<file path="src/rtl/alu_sched.sv">
// Two-requester round-robin front end sharing one registered 32-bit ALU stage.
// Each accepted operation produces one tagged response: IDLE -> EXEC -> RESP -> IDLE.
module alu_sched #(
  parameter int DATA_W = 32,
  parameter int B_W    = 8
) (
  input  logic              clk,
  input  logic              rst,
  input  logic              req0_valid,
  output logic              req0_ready,
  input  logic [2:0]        req0_op,
  input  logic [DATA_W-1:0] req0_a,
  input  logic [B_W-1:0]    req0_b,
  input  logic              req1_valid,
  output logic              req1_ready,
  input  logic [2:0]        req1_op,
  input  logic [DATA_W-1:0] req1_a,
  input  logic [B_W-1:0]    req1_b,
  output logic              rsp_valid,
  input  logic              rsp_ready,
  output logic              rsp_id,
  output logic [DATA_W-1:0] rsp_o,
  output logic              rsp_zero
);

  // Handshakes: a transfer happens on any rising edge where valid && ready are
  // both high; requesters hold valid/operands until then, rsp_* hold until rsp_ready.
  typedef enum logic [1:0] {IDLE, EXEC, RESP} state_t;

  state_t            state;
  logic              last_grant;
  logic [2:0]        op_q;
  logic [DATA_W-1:0] a_q;
  logic [DATA_W-1:0] b_q;
  logic              id_q;

  logic              grant_id;
  logic              accept;
  logic [2:0]        sel_op;
  logic [DATA_W-1:0] sel_a;
  logic [DATA_W-1:0] sel_b;
  logic [DATA_W-1:0] alu_res;

  // Contention goes to the requester that was not served last.
  always_comb begin
    grant_id = 1'b0;
    if (req0_valid && req1_valid) grant_id = ~last_grant;
    else if (req1_valid)          grant_id = 1'b1;
  end

  assign req0_ready = (state == IDLE) && req0_valid && !grant_id;
  assign req1_ready = (state == IDLE) && req1_valid &&  grant_id;
  assign accept     = req0_ready || req1_ready;

  assign sel_op = grant_id ? req1_op : req0_op;
  assign sel_a  = grant_id ? req1_a  : req0_a;
  assign sel_b  = grant_id ? {{(DATA_W-B_W){1'b0}}, req1_b}
                           : {{(DATA_W-B_W){1'b0}}, req0_b};

  always_comb begin
    alu_res = '0;
    case (op_q)
      3'b000:  alu_res = a_q + b_q;
      3'b001:  alu_res = b_q - a_q;
      3'b010:  alu_res = a_q & b_q;
      3'b011:  alu_res = a_q | b_q;
      3'b100:  alu_res = ~b_q;
      default: alu_res = '0;
    endcase
  end

  always_ff @(posedge clk or posedge rst) begin
    if (rst) begin
      state      <= IDLE;
      last_grant <= 1'b1;
      op_q       <= '0;
      a_q        <= '0;
      b_q        <= '0;
      id_q       <= 1'b0;
      rsp_valid  <= 1'b0;
      rsp_id     <= 1'b0;
      rsp_o      <= '0;
      rsp_zero   <= 1'b0;
    end else begin
      case (state)
        IDLE: begin
          if (accept) begin
            op_q       <= sel_op;
            a_q        <= sel_a;
            b_q        <= sel_b;
            id_q       <= grant_id;
            last_grant <= grant_id;
            state      <= EXEC;
          end
        end
        EXEC: begin
          rsp_o     <= alu_res;
          rsp_zero  <= (alu_res == '0);
          rsp_id    <= id_q;
          rsp_valid <= 1'b1;
          state     <= RESP;
        end
        RESP: begin
          if (rsp_ready) begin
            rsp_valid <= 1'b0;
            state     <= IDLE;
          end
        end
        default: state <= IDLE;
      endcase
    end
  end

endmodule

</file>
<file path="config.mk">
export PLATFORM = sky130hd
export DESIGN_NAME = alu_sched
export DESIGN_NICKNAME = d
export VERILOG_FILES = /design/src/rtl/alu_sched.sv
export SDC_FILE = /design/constraint.sdc
export NUM_CORES = 1
export LEC_CHECK = 0
export ABC_AREA = 1
export CORE_UTILIZATION = 44
export DETAILED_ROUTE_END_ITERATION = 12
export GPL_ROUTABILITY_DRIVEN = 0
export PLACE_DENSITY = 0.76
export SLEW_MARGIN = 15
export SYNTH_ARGS = -nofsm -noshare
export SYNTH_HDL_FRONTEND = slang
export SYNTH_SLANG_ARGS = --single-unit
export TNS_END_PERCENT = 100
</file>
<file path="constraint.sdc">
create_clock -name clk -period 5.4 [get_ports clk]
set_clock_uncertainty 0.1 [all_clocks]
set_input_delay 0.54 -clock clk [delete_from_list [all_inputs] [get_ports clk]]
set_output_delay 0.54 -clock clk [all_outputs]
set_load 0.1 [all_outputs]
</file>
==> results of run 1 <==
[logic make-up (layout without fill, tap and decap cells)]
logic type               after synthesis  count (layout)  share of synthesized area [%]
flip-flops                            82              82                           30.3
AND/OR/NAND/NOR                      706             706                           45.8
AO/OA/AOI/OAI                        126             126                           10.7
adder cells (fa/ha/maj)               13              13                           2.51
XOR/XNOR                               7               7                          0.905
buffers and inverters                167             279                           9.70
[path summary, 6_finish.rpt]
check                                start  cells after the start         end
worst max-delay path               op_q[2]                     24    rsp_zero
worst min-delay path            last_grant                      2  last_grant
worst max register to register     op_q[2]                     24    rsp_zero
worst min register to register  last_grant                      2  last_grant
max in group asynchronous              rst                      3     a_q[21]
min in group asynchronous              rst                      3    rsp_o[4]
[worst max-delay path, cell delays in order, from the launching register on]
cell and delay (ns):
dfrtp_1 0.47, inv_2 0.12, nand3_4 0.44, o21ai_0 0.30, xor2_1 0.16, inv_1 0.05
ha_1 0.33, nand2_1 0.09, nor2_1 0.11, nand3_1 0.10, nand2_1 0.12, nand3_2 0.10
inv_1 0.08, nand2_1 0.07, nor2_2 0.24, nand2_1 0.08, nand3_1 0.10, nand2_1 0.06
nor2_1 0.10, nand2_1 0.05, nor2_1 0.12, nand2_1 0.07, nor2_1 0.10, nand3_1 0.08
nand2_1 0.06
[through the flow]
step                      cells  hold slack [ns]  worst slack, ns
final                      1397            0.374             1.62
after global routing       1397            0.399             1.20
after CTS                  1397            0.383             1.67
after detailed placement   1381            0.366             1.70
after global placement     1381            0.359             1.82
after floorplan            1101            0.347             2.26
[Yosys cell counts]
library cell  count  share of area, %
nand2_4           3              0.50
nand3_4           1              0.26
o21bai_1          1              0.11
dfstp_2           1              0.39
o31ai_1           1              0.11
nor2_1          167               9.3
xor2_1            7              0.90
and2_1            1             0.092
o21ai_1           1             0.074
nor3_4            1              0.24
a21o_1            2              0.22
a31oi_1          57               5.3
dfrtp_1          81                30
clkbuf_1         21               1.2
nor2_8            1              0.30
nand2_1         359                20
nand4_1          10              0.92
fa_1              1              0.30
buf_2             6              0.44
ha_1             12               2.2
o211ai_1          2              0.22
or2_2             3              0.28
buf_1             8              0.44
a21oi_1           9              0.66
o22ai_1           3              0.28
nand2_2          20               1.8
o21ai_0          48               3.5
o21ai_2           2              0.26
inv_1           116               6.4
nand3_2           6              0.89
nand3b_1          4              0.44
nor2_4           11               1.8
buf_6             3              0.50
nor3_2            1              0.15
nor3_1            1             0.074
nand3_1         104               7.7
nor2_2           13               1.2
inv_2            13              0.72
[where the power goes]
group / total [mW] / internal [mW] / switching [mW] / leakage [nW]
sequential: 1.25 / 0.918 / 0.335 / 0.960
clock: 0.618 / 0.371 / 0.247 / 0.143
combinational: 4.34 / 1.27 / 3.07 / 3.02
[flip-flops by register name, summed over array words and instances (netlist names)]
register / flops
a_q: 32
rsp_o: 32
b_q: 8
op_q: 3
state: 2
id_q: 1
last_grant: 1
rsp_id: 1
rsp_valid: 1
rsp_zero: 1
[cell type report]
class / count / area share [%]
Multi-Input combinational cell: 852 / 48.2
Sequential cell: 82 / 24.3
Timing Repair Buffer: 134 / 15.6
Inverter: 129 / 5.74
Clock buffer: 12 / 2.91
Tap cell: 184 / 2.72
Clock inverter: 4 / 0.606
[routing by layer]
layer	share of wire [%]	global-route usage, %	vias up
met5	0	0	-
met4	1.1	6.02	0
met3	7.9	4.55	12
met2	41	36.0	257
met1	50	36.4	3115
li1	-	-	3741
==> results.py, run 1 <==
metrics = {
    "status": {
        "status": "finished, final reports clean",
    },
    "global_route": {
        "grt_pass1_vias": 6373,
        "grt_pass1_wl_um": 31400,
        "grtUsageTotal_pct": 24.4,
        "grt_overflow_total": 0,
        "grt_max_degree": 88,
        "antenna_found_initial": 0,
    },
    "timing": {
        "tns_ns": 0,
        "period_share_pct": 70.0,
        "fmax_mhz": 265,
        "setup_viol": 0,
        "grt_setup_unrepaired": "no",
        "slew_viol_final": 0,
        "relSlewSlack_pct": 31.3,
        "period_needed_ns": 3.78,
        "finalHoldViolations": 0,
        "tightest_slew_ns": 1.03,
    },
    "synthesis": {
        "synth.avg_cell_area_um2": 6.15,
        "synth_seq_cells": 82,
        "syn_area_mm2": 0.00678,
        "ys_warn_count": 0,
        "synth_cell_type_count": 38,
        "yosysSeqAreaShare_pct": 30.3,
        "syn_inst": 1101,
        "synthesis.nets": 1205,
    },
    "detailed_routing": {
        "drtAntennaViolNets": 0,
        "drc": 0,
        "vias_per_cell": 5.10,
        "num_vias": 7125,
        "wl_per_cell_um": 13.2,
        "dr.pass1.iters": 8,
        "drt_iter0_markers": 586,
        "routed_wl_um": 18400,
    },
    "critical_path": {
        "worstPathArrival_ns": 3.97,
        "crit_required_ns": 5.59,
        "crit_fanout": 52,
        "r2r_slack_ns": 1.62,
        "crit_path_end_kind": "register",
        "setup.worst_path.class": "reg2reg",
        "worstSetupStartpointType": "register",
    },
    "layout": {
        "area.sequential_mm2": 0.00205,
        "multi_input_area_mm2": 0.00407,
        "diodes": 0,
        "final_cell_area_mm2": 0.00846,
        "final_cell_mix": "nand2_1 (358), nor2_1 (166), clkdlybuf4s50_1 (125)",
        "n_fill_cell": 1449,
        "postLayoutCoreUtil_pct": 57.3,
        "area_growth_pct": 24.9,
        "drive_gt1_share_pct": 8.49,
        "mostFrequentLayoutCell": "nand2_1",
        "finalNetCount": 1312,
    },
    "pwr": {
        "leakage_nw": 4.12,
        "design_power_total_mw": 6.21,
        "powerDensity_mw_per_mm2": 734,
        "ir_drop_mv": 0.310,
    },
    "clocking": {
        "cts_setup_buffers": 0,
        "cts_buffer_depth": 2,
        "cts_root_buf": "clkbuf_16",
        "clkTransAtPathRegs_ns": 0.06,
        "tritoncts": "done",
        "h-tree-depth": 3,
        "clkSinkCount": 82,
        "insertion_delay_ns": 0.35,
        "cts_buffers": 9,
        "cts_resized": 0,
        "ctsHoldBuffers": 0,
    },
    "floorplanning": {
        "io_pins": 128,
        "num_rows": 44,
        "initial_core_util_pct": 45.9,
        "fp.dieH_um": 126,
        "die_area_mm2": 0.0159,
        "core_mm2": 0.0148,
        "die_x_um": 126,
    },
    "placement": {
        "dpl_cell_area_mm2": 0.00816,
        "post-dp-hpwl_um": 14400,
        "port_buffers": 127,
    },
    "min_path": {
        "min_path_type": "reg2reg",
    },
    "job": {
        "drv_cap": 0,
    },
}
Note: power is estimated with default switching activity, not from simulation.
==> run 2, diff against run 1 <==
==> constraint.sdc (replaced) <==
create_clock -name clk -period 3.95 [get_ports clk]
set_clock_uncertainty 0.1 [all_clocks]
set_input_delay 0.395 -clock clk [delete_from_list [all_inputs] [get_ports clk]]
set_output_delay 0.395 -clock clk [all_outputs]
set_load 0.1 [all_outputs]
==> run 2 against run 1 <==
- register-to-register slack got worse by 1.1 ns
- critical endpoint unchanged
- maximum frequency increased by 9.2%
- total power increased by 36%
- core utilization up 0.23 points
- clock-buffer cell count unchanged
- non-clock buffer count increased by 3
- sequential share of layout area is 0.097 points lower
- global-route usage shrank 0.26 points
- combinational power rose by 38%
- cell count is 0.21% higher
- worst hold slack got worse by 0.0016 ns
- critical path depth is 1 higher
==> results.py, run 2 (synthesis results as in run 1) <==
metrics = {
    "status": {
        "status": "finished, final reports clean",
    },
    "detailed_routing": {
        "wl_met3_um": 1530,
        "num_vias": 7204,
        "vias_per_cell": 5.15,
        "wl_per_cell_um": 13.2,
        "wl_met1_um": 9140,
        "drt_iter0_markers": 569,
        "routed_wl_um": 18500,
        "drtAntennaViolNets": 0,
        "drc": 0,
        "routed-wl-met2_um": 7550,
        "dr.pass1.iters": 5,
        "highest_layer": "met4",
    },
    "floorplanning": {
        "die_x_um": 126,
        "core_mm2": 0.0148,
        "initial_core_util_pct": 45.9,
        "num_rows": 44,
        "fp.dieH_um": 126,
        "die_area_mm2": 0.0159,
        "io_pins": 128,
    },
    "clocking": {
        "tritoncts": "done",
        "cts_root_buf": "clkbuf_16",
        "cts_buffers": 9,
        "cts_buffer_depth": 2,
        "cts_setup_buffers": 0,
        "h-tree-depth": 3,
        "insertion_delay_ns": 0.35,
        "clkTransAtPathRegs_ns": 0.06,
        "ctsHoldBuffers": 0,
        "cts_resized": 0,
        "clkSinkCount": 82,
    },
    "global_route": {
        "grt_pass1_vias": 6377,
        "grt_pass1_wl_um": 30900,
        "grtUsageTotal_pct": 24.1,
        "grt_overflow_total": 0,
        "antenna_found_initial": 0,
        "grt_max_degree": 88,
    },
    "critical_path": {
        "worstSetupStartpointType": "register",
        "setup.worst_path.class": "reg2reg",
        "crit_required_ns": 4.14,
        "crit_family": "simple AND/OR/NAND/NOR gates",
        "cpMostUsedCell": "nand2_1",
        "crit_fanout": 6,
        "worst_path_max_delay_cell": "dfrtp_1",
        "path_buf_inv": 3,
        "crit_path_end_kind": "register",
        "worstPathArrival_ns": 3.65,
        "slowest_delay_ns": 0.42,
    },
    "pwr": {
        "powerDensity_mw_per_mm2": 997,
        "design_power_total_mw": 8.47,
        "ir_drop_mv": 0.475,
        "leakage_nw": 4.13,
    },
    "layout": {
        "postLayoutCoreUtil_pct": 57.6,
        "mostFrequentLayoutCell": "nand2_1",
        "final_cells": 1400,
        "drive_gt1_share_pct": 8.80,
        "finalNetCount": 1315,
        "diodes": 0,
        "top_regs": "a_q x32, rsp_o x32, b_q x8",
        "n_fill_cell": 1468,
        "final_cell_area_mm2": 0.00849,
        "area_growth_pct": 25.4,
        "final_cell_mix": "nand2_1 (358), nor2_1 (166), clkdlybuf4s50_1 (125)",
    },
    "timing": {
        "whs_ns": 0.373,
        "slew_viol_final": 0,
        "setup_viol": 0,
        "period_needed_ns": 3.46,
        "finalHoldViolations": 0,
        "tightest_slew_ns": 0.988,
        "relSlewSlack_pct": 33.9,
        "fmax_mhz": 289,
        "period_share_pct": 87.6,
        "layout_setup_ws_ns": 0.490,
        "tns_ns": 0,
        "grt_setup_unrepaired": "no",
    },
    "placement": {
        "dpl.cell_count": 1384,
        "port_buffers": 127,
        "post-dp-hpwl_um": 14700,
        "pre_cts_slack_ns": 0.540,
        "dpl_cell_area_mm2": 0.00821,
    },
    "min_path": {
        "min_path_type": "reg2reg",
    },
    "job": {
        "drv_cap": 0,
    },
}
## run 2: routing by layer
metal | vias up | GRT usage (%)
li1 | 3736 | -
met3 | 23 | 3.40
met4 | 0 | 8.15
met1 | 3172 | 36.6
met2 | 273 | 34.7
met5 | - | 0
## run 2: worst paths after layout
path                             from         end  slack (ns)  cells after the start
max                            a_q[0]    rsp_zero        0.49                     25
min                        last_grant  last_grant        0.37                      2
max reg2reg                    a_q[0]    rsp_zero        0.49                     25
min reg2reg                last_grant  last_grant        0.37                      2
max in group asynchronous         rst     a_q[12]        2.52                      3
min in group asynchronous         rst    rsp_o[2]        0.45                      2
## run 2: cell type report
class                   count  area, um^2  area share (%)
clock buffers              12         256            3.02
repair buffers            137        1370            16.1
inverters                 129         487            5.73
flip-flops and latches     82        2050            24.2
clock inverters             4        26.3           0.309
multi-input cells         852        4070            48.0
well taps                 184         230            2.71
## run 2: tightest hold or removal path: stages, from the launching register on
cell,delay [ns]
dfstp_2,0.36
nand2_1,0.05
nand2_1,0.05
## run 2: where the power goes
part,leakage (nW),internal (mW),switching (mW)
combinational,3.04,1.76,4.21
sequential,0.960,1.26,0.447
clock,0.139,0.459,0.333
total,4.13,3.48,4.99
==> RTL edit 1 (config.mk and constraints of run 2) <==
The 3 states of `state_t` get a one-hot encoding in 3 bits.
--- a/src/rtl/alu_sched.sv
+++ b/src/rtl/alu_sched.sv
@@ -25,7 +25,7 @@
 
   // Handshakes: a transfer happens on any rising edge where valid && ready are
   // both high; requesters hold valid/operands until then, rsp_* hold until rsp_ready.
-  typedef enum logic [1:0] {IDLE, EXEC, RESP} state_t;
+  typedef enum logic [2:0] {IDLE = 3'b001, EXEC = 3'b010, RESP = 3'b100} state_t;
 
   state_t            state;
   logic              last_grant;
Check against the original RTL: same outputs for any inputs over 4 cycles, from zero or initial values and one cycle with rst high; so few cycles prove little.
==> RTL edit 1 against run 2 <==
- the flow now finishes with violations (design-rule violations)
- combinational power decreased by 4.2%
- synthesized area down 1.3%
- routed wire length down 0.85%
- maximum frequency rose by 1.1%
- critical path depth is 4 lower
- total power fell by 1.6%
- sequential power grew 3%
- sequential cell count grew 1
- via count decreased by 0.97%
- final area is 1.3% lower
- worst setup slack improved by 0.038 ns
- global-route usage is essentially flat
- critical endpoint unchanged
==> RTL edit 1: results (changes against run 2) <==
[synth]
ys_types=39  ; +2.6%
synth_compound_area_frac=0.111  ; +0.00315
avgSynthCellArea_um2=6.29  ; +2.3%
synth_fp_nets=1166  ; -3.2%
async_flop_share=1.00  ; unchanged
ys_seq_area_frac=0.311  ; +0.00807
synthXorXnorAreaFrac=0.0105  ; +0.00143
synthMuxAreaShare=0  ; unchanged
synth_common_cells=nand2_1, nand3_1, nor2_1
netlist_top_cells_area=dfrtp_1, nand2_1, nand3_1, nor2_1, inv_1
synthAdderAreaFrac=0.0255  ; +0.000343
yosysWarnings=0  ; unchanged

[sta]
tightest_slew_ns=0.987  ; -0.00134 ns

[cells_and_area]
reg_top3=a_q (32), rsp_o (32), b_q (8)
antenna_cells=0  ; unchanged
fillers=1411  ; -3.9%
layout-drive-gt1-share=0.0870  ; -0.000963
stdcell_count=1356  ; -3.1%

[clock_tree]
clk_pin_slew_ns=0.06  ; about the same
htreeDepth=3  ; unchanged
root_buffer=clkbuf_16
cts_buffer_depth=2  ; unchanged
insertion_delay_ns=0.35  ; about the same
ctsResizeCount=0  ; unchanged
cts_buffers=9  ; unchanged
post-cts-setup-buffers=0  ; unchanged

[drt]
routed_wl_mm=18.4  ; -0.85%
wl_met1_mm=9.35  ; +2.3%
drcViolationCount=5  ; +5
drtIter0Drc=636  ; +12%
top_layer_used=met4
wl_met3_mm=1.23  ; -20%
route.met2.wl_mm=7.68  ; +1.6%
vias_per_cell=5.26  ; +2.2%
first_pass_iters=9  ; +4

[placement]
place_area_mm2=0.00808  ; -1.6%
dp_cells=1340  ; -3.2%
place_hpwl_mm=14.4  ; -2.3%
dp_slack_ns=0.572  ; +0.0321 ns
numPortBuffers=127  ; unchanged

[worst_setup_path]
worstPathArrival_ns=3.61  ; -0.04 ns
critPathTopFamily=simple AND/OR/NAND/NOR gates
startpoint=a_q[0]
cp_slowest_stage_delay_ns=0.40  ; -0.02 ns
slowest_stage=dfrtp_1
worstPathMaxFanout=5  ; -1

[power_and_ir_drop]
pwr-share-comb=0.687  ; -0.019
max-vdd-ir-drop_v=0.000380  ; -20%
p_switching_mw=4.84  ; -3.0%
p_leak_nw=3.94  ; -4.6%
pg_seq_mw=1.75  ; +3%

[global_route]
grt_usage=0.241  ; +0.000444
grt_pass1_vias=6202  ; -2.7%
grt_pass1_wl_mm=30.9  ; about the same
antenna_found_initial=0  ; unchanged
grt_max_degree=88  ; unchanged

[status]
status=finished with violations
failed_checks=design-rule violations

[hold_path]
hp-class=in2async

## RTL edit 1: changes by cell type in the layout (fill, tap and decap cells not counted), moves of 5 or more
cell / before / now
nand2_1: 358 / 331
nand3_1: 104 / 150
xnor2_1: 0 / 5
nor2_1: 166 / 126
o21a_1: 0 / 5
inv_1: 115 / 89
a31oi_1: 57 / 43
## RTL edit 1: cell type report
type	instances	share of cell area
Sequential cell	83	0.248
Multi-Input combinational cell	837	0.482
Tap cell	184	0.0275
Clock buffer	10	0.0285
Timing Repair Buffer	137	0.162
Clock inverter	6	0.00776
Inverter	99	0.0445
## RTL edit 1: path summary, 6_finish.rpt
kind                             end  slack, ns  depth (start not counted)
max                         rsp_zero       0.53                         21
min                        rsp_valid       0.29                          2
max reg2reg                 rsp_zero       0.53                         21
min reg2reg                rsp_o[24]       0.38                          2
max in group asynchronous    a_q[21]       2.41                          3
min in group clk           rsp_o[24]       0.38                          2
## RTL edit 1: through the flow
step	hold WS [ns]	util	power [mW]
after global placement	0.363	0.549	7.35
after global routing	0.355	0.570	9.04
after detailed placement	0.367	0.549	7.42
after floorplan	0.348	-	6.11
after CTS	0.315	0.570	8.30
final	0.294	0.570	8.33
## RTL edit 1: cell families after synthesis
group           after synthesis
compound gates              127
xor+xnor                      8
fa+ha+maj                    13
buf+inv                     142
flops                        83
simple gates                689
## RTL edit 1: per-layer routing
layer  GRT usage  up-vias
li1            -     3658
met2       0.349      239
met1       0.374     3226
met4      0.0473        0
met5           0        -
met3      0.0407       11
==> RTL edit 2 (config.mk and constraints of run 2) <==
Made on the original files. `DATA_W`: 32 -> 48.
--- a/src/rtl/alu_sched.sv
+++ b/src/rtl/alu_sched.sv
@@ -1,7 +1,7 @@
 // Two-requester round-robin front end sharing one registered 32-bit ALU stage.
 // Each accepted operation produces one tagged response: IDLE -> EXEC -> RESP -> IDLE.
 module alu_sched #(
-  parameter int DATA_W = 32,
+  parameter int DATA_W = 48,
   parameter int B_W    = 8
 ) (
   input  logic              clk,
Ports: changed (resized req0_a, req1_a and rsp_o); port bits go from 128 to 176. The function was not compared with the original's and may differ.
==> RTL edit 2 against run 2 <==
- final area increased by 45%
- sequential share of layout area is 0.92 points lower
- non-clock buffer count increased by 51
- hold slack lost 0.036 ns
- sequential cell count is 32 higher
- total power grew 48%
- routed wire length increased by 62%
- worst setup slack got worse by 0.15 ns
- synthesized area up 43%
- die area is 42% higher
- utilization up 0.12 points
- count of clock-buffer cells in the layout increased by 13
==> RTL edit 2: results (changes against run 2) <==
[global_route]
grt_usage=0.276  ; +0.0349
grt_pass1_vias=9932  ; +56%
grt_max_degree=73  ; -17%
grt_pass1_wl_mm=49.1  ; +59%
antenna_found_initial=0  ; unchanged

[clock_tree]
cts_buffers=17  ; +8
root_buffer=clkbuf_16
htreeDepth=4  ; +1
insertion_delay_ns=0.42  ; +0.07 ns

[worst_setup_path]
cp_slowest_stage_delay_ns=0.42  ; about the same
worstPathMaxFanout=4  ; -2
slowest_stage=dfrtp_1
worstPathArrival_ns=3.85  ; +0.20 ns

[drt]
routed_wl_mm=29.9  ; +62%
route.detailed.wl_per_inst_um=14.9  ; +12%
first_pass_iters=6  ; +1
drtIter0Drc=998  ; +75%
vias=10800  ; +50%

[cells_and_area]
fin_util=0.577  ; +0.00121
reg_top3=a_q (48), rsp_o (48), b_q (8)
nets=1865  ; +42%
fillers=2061  ; +40%
layout-drive-gt1-share=0.0976  ; +0.00965

[synth]
synthFlopType=dfrtp_1
netlist_top_cells_area=dfrtp_1, nand2_1, nor2_1, nand3_1, inv_1
synth_common_cells=nand2_1, nor2_1, inv_1
syn_inst=1579  ; +43%
ys_types=45  ; +18%
synth_fp_nets=1714  ; +42%
ys_seq_area_frac=0.295  ; -0.00785

[placement]
dp_cells=1984  ; +43%
numPortBuffers=175  ; +38%
place_area_mm2=0.0117  ; +42%
dp_slack_ns=0.197  ; -0.343 ns
place_hpwl_mm=23.7  ; +61%

[status]
status=completed

[hold_path]
hp-class=in2async

[power_and_ir_drop]
max-vdd-ir-drop_v=0.000459  ; -3.4%
p_leak_nw=5.92  ; +43%

[sta]
tightest_slew_ns=0.984  ; -0.00439 ns

-- RTL edit 2: power by group --
part	internal (mW)	total [mW]	switching, mW
sequential	1.77	2.40	0.630
combinational	2.43	8.69	6.26
clock	0.952	1.47	0.520
total	5.15	12.6	7.41
-- RTL edit 2: worst paths after layout --
kind	start	endpoint	slack, ns	depth (start not counted)
worst max-delay path	a_q[0]	rsp_zero	0.34	26
worst min-delay path	rst	rsp_o[0]	0.34	2
worst max register to register	a_q[0]	rsp_zero	0.34	26
worst min register to register	last_grant	last_grant	0.37	2
max in group asynchronous	rst	last_grant	2.62	3
min in group clk	last_grant	last_grant	0.37	2
-- RTL edit 2: area by class of cell --
type	instances	area share
Clock inverter	5	0.00408
Tap cell	275	0.0280
Sequential cell	114	0.233
Multi-Input combinational cell	1224	0.483
Timing Repair Buffer	188	0.153
Clock buffer	25	0.0420
Inverter	185	0.0569
-- RTL edit 2: what timing repair did --
action	in CTS	in global routing
setup endpoints to repair	0	6
setup buffers	0	2
gates resized for setup	0	12
-- RTL edit 2: kinds of logic after synthesis --
logic type,Yosys count,synth area share
flip-flops,114,0.295
buffers and inverters,241,0.0969
XOR/XNOR,7,0.00634
AND/OR/NAND/NOR,1014,0.470
adder cells (fa/ha/maj),12,0.0163
AO/OA/AOI/OAI,191,0.115
-- RTL edit 2: metal layers --
metal / GRT usage / part of all wire / up-vias
met5: 0 / 0 / -
met4: 0.0864 / 0.019 / 0
met3: 0.0561 / 0.091 / 44
met2: 0.403 / 0.42 / 505
met1: 0.405 / 0.47 / 4879
li1: - / - / 5389
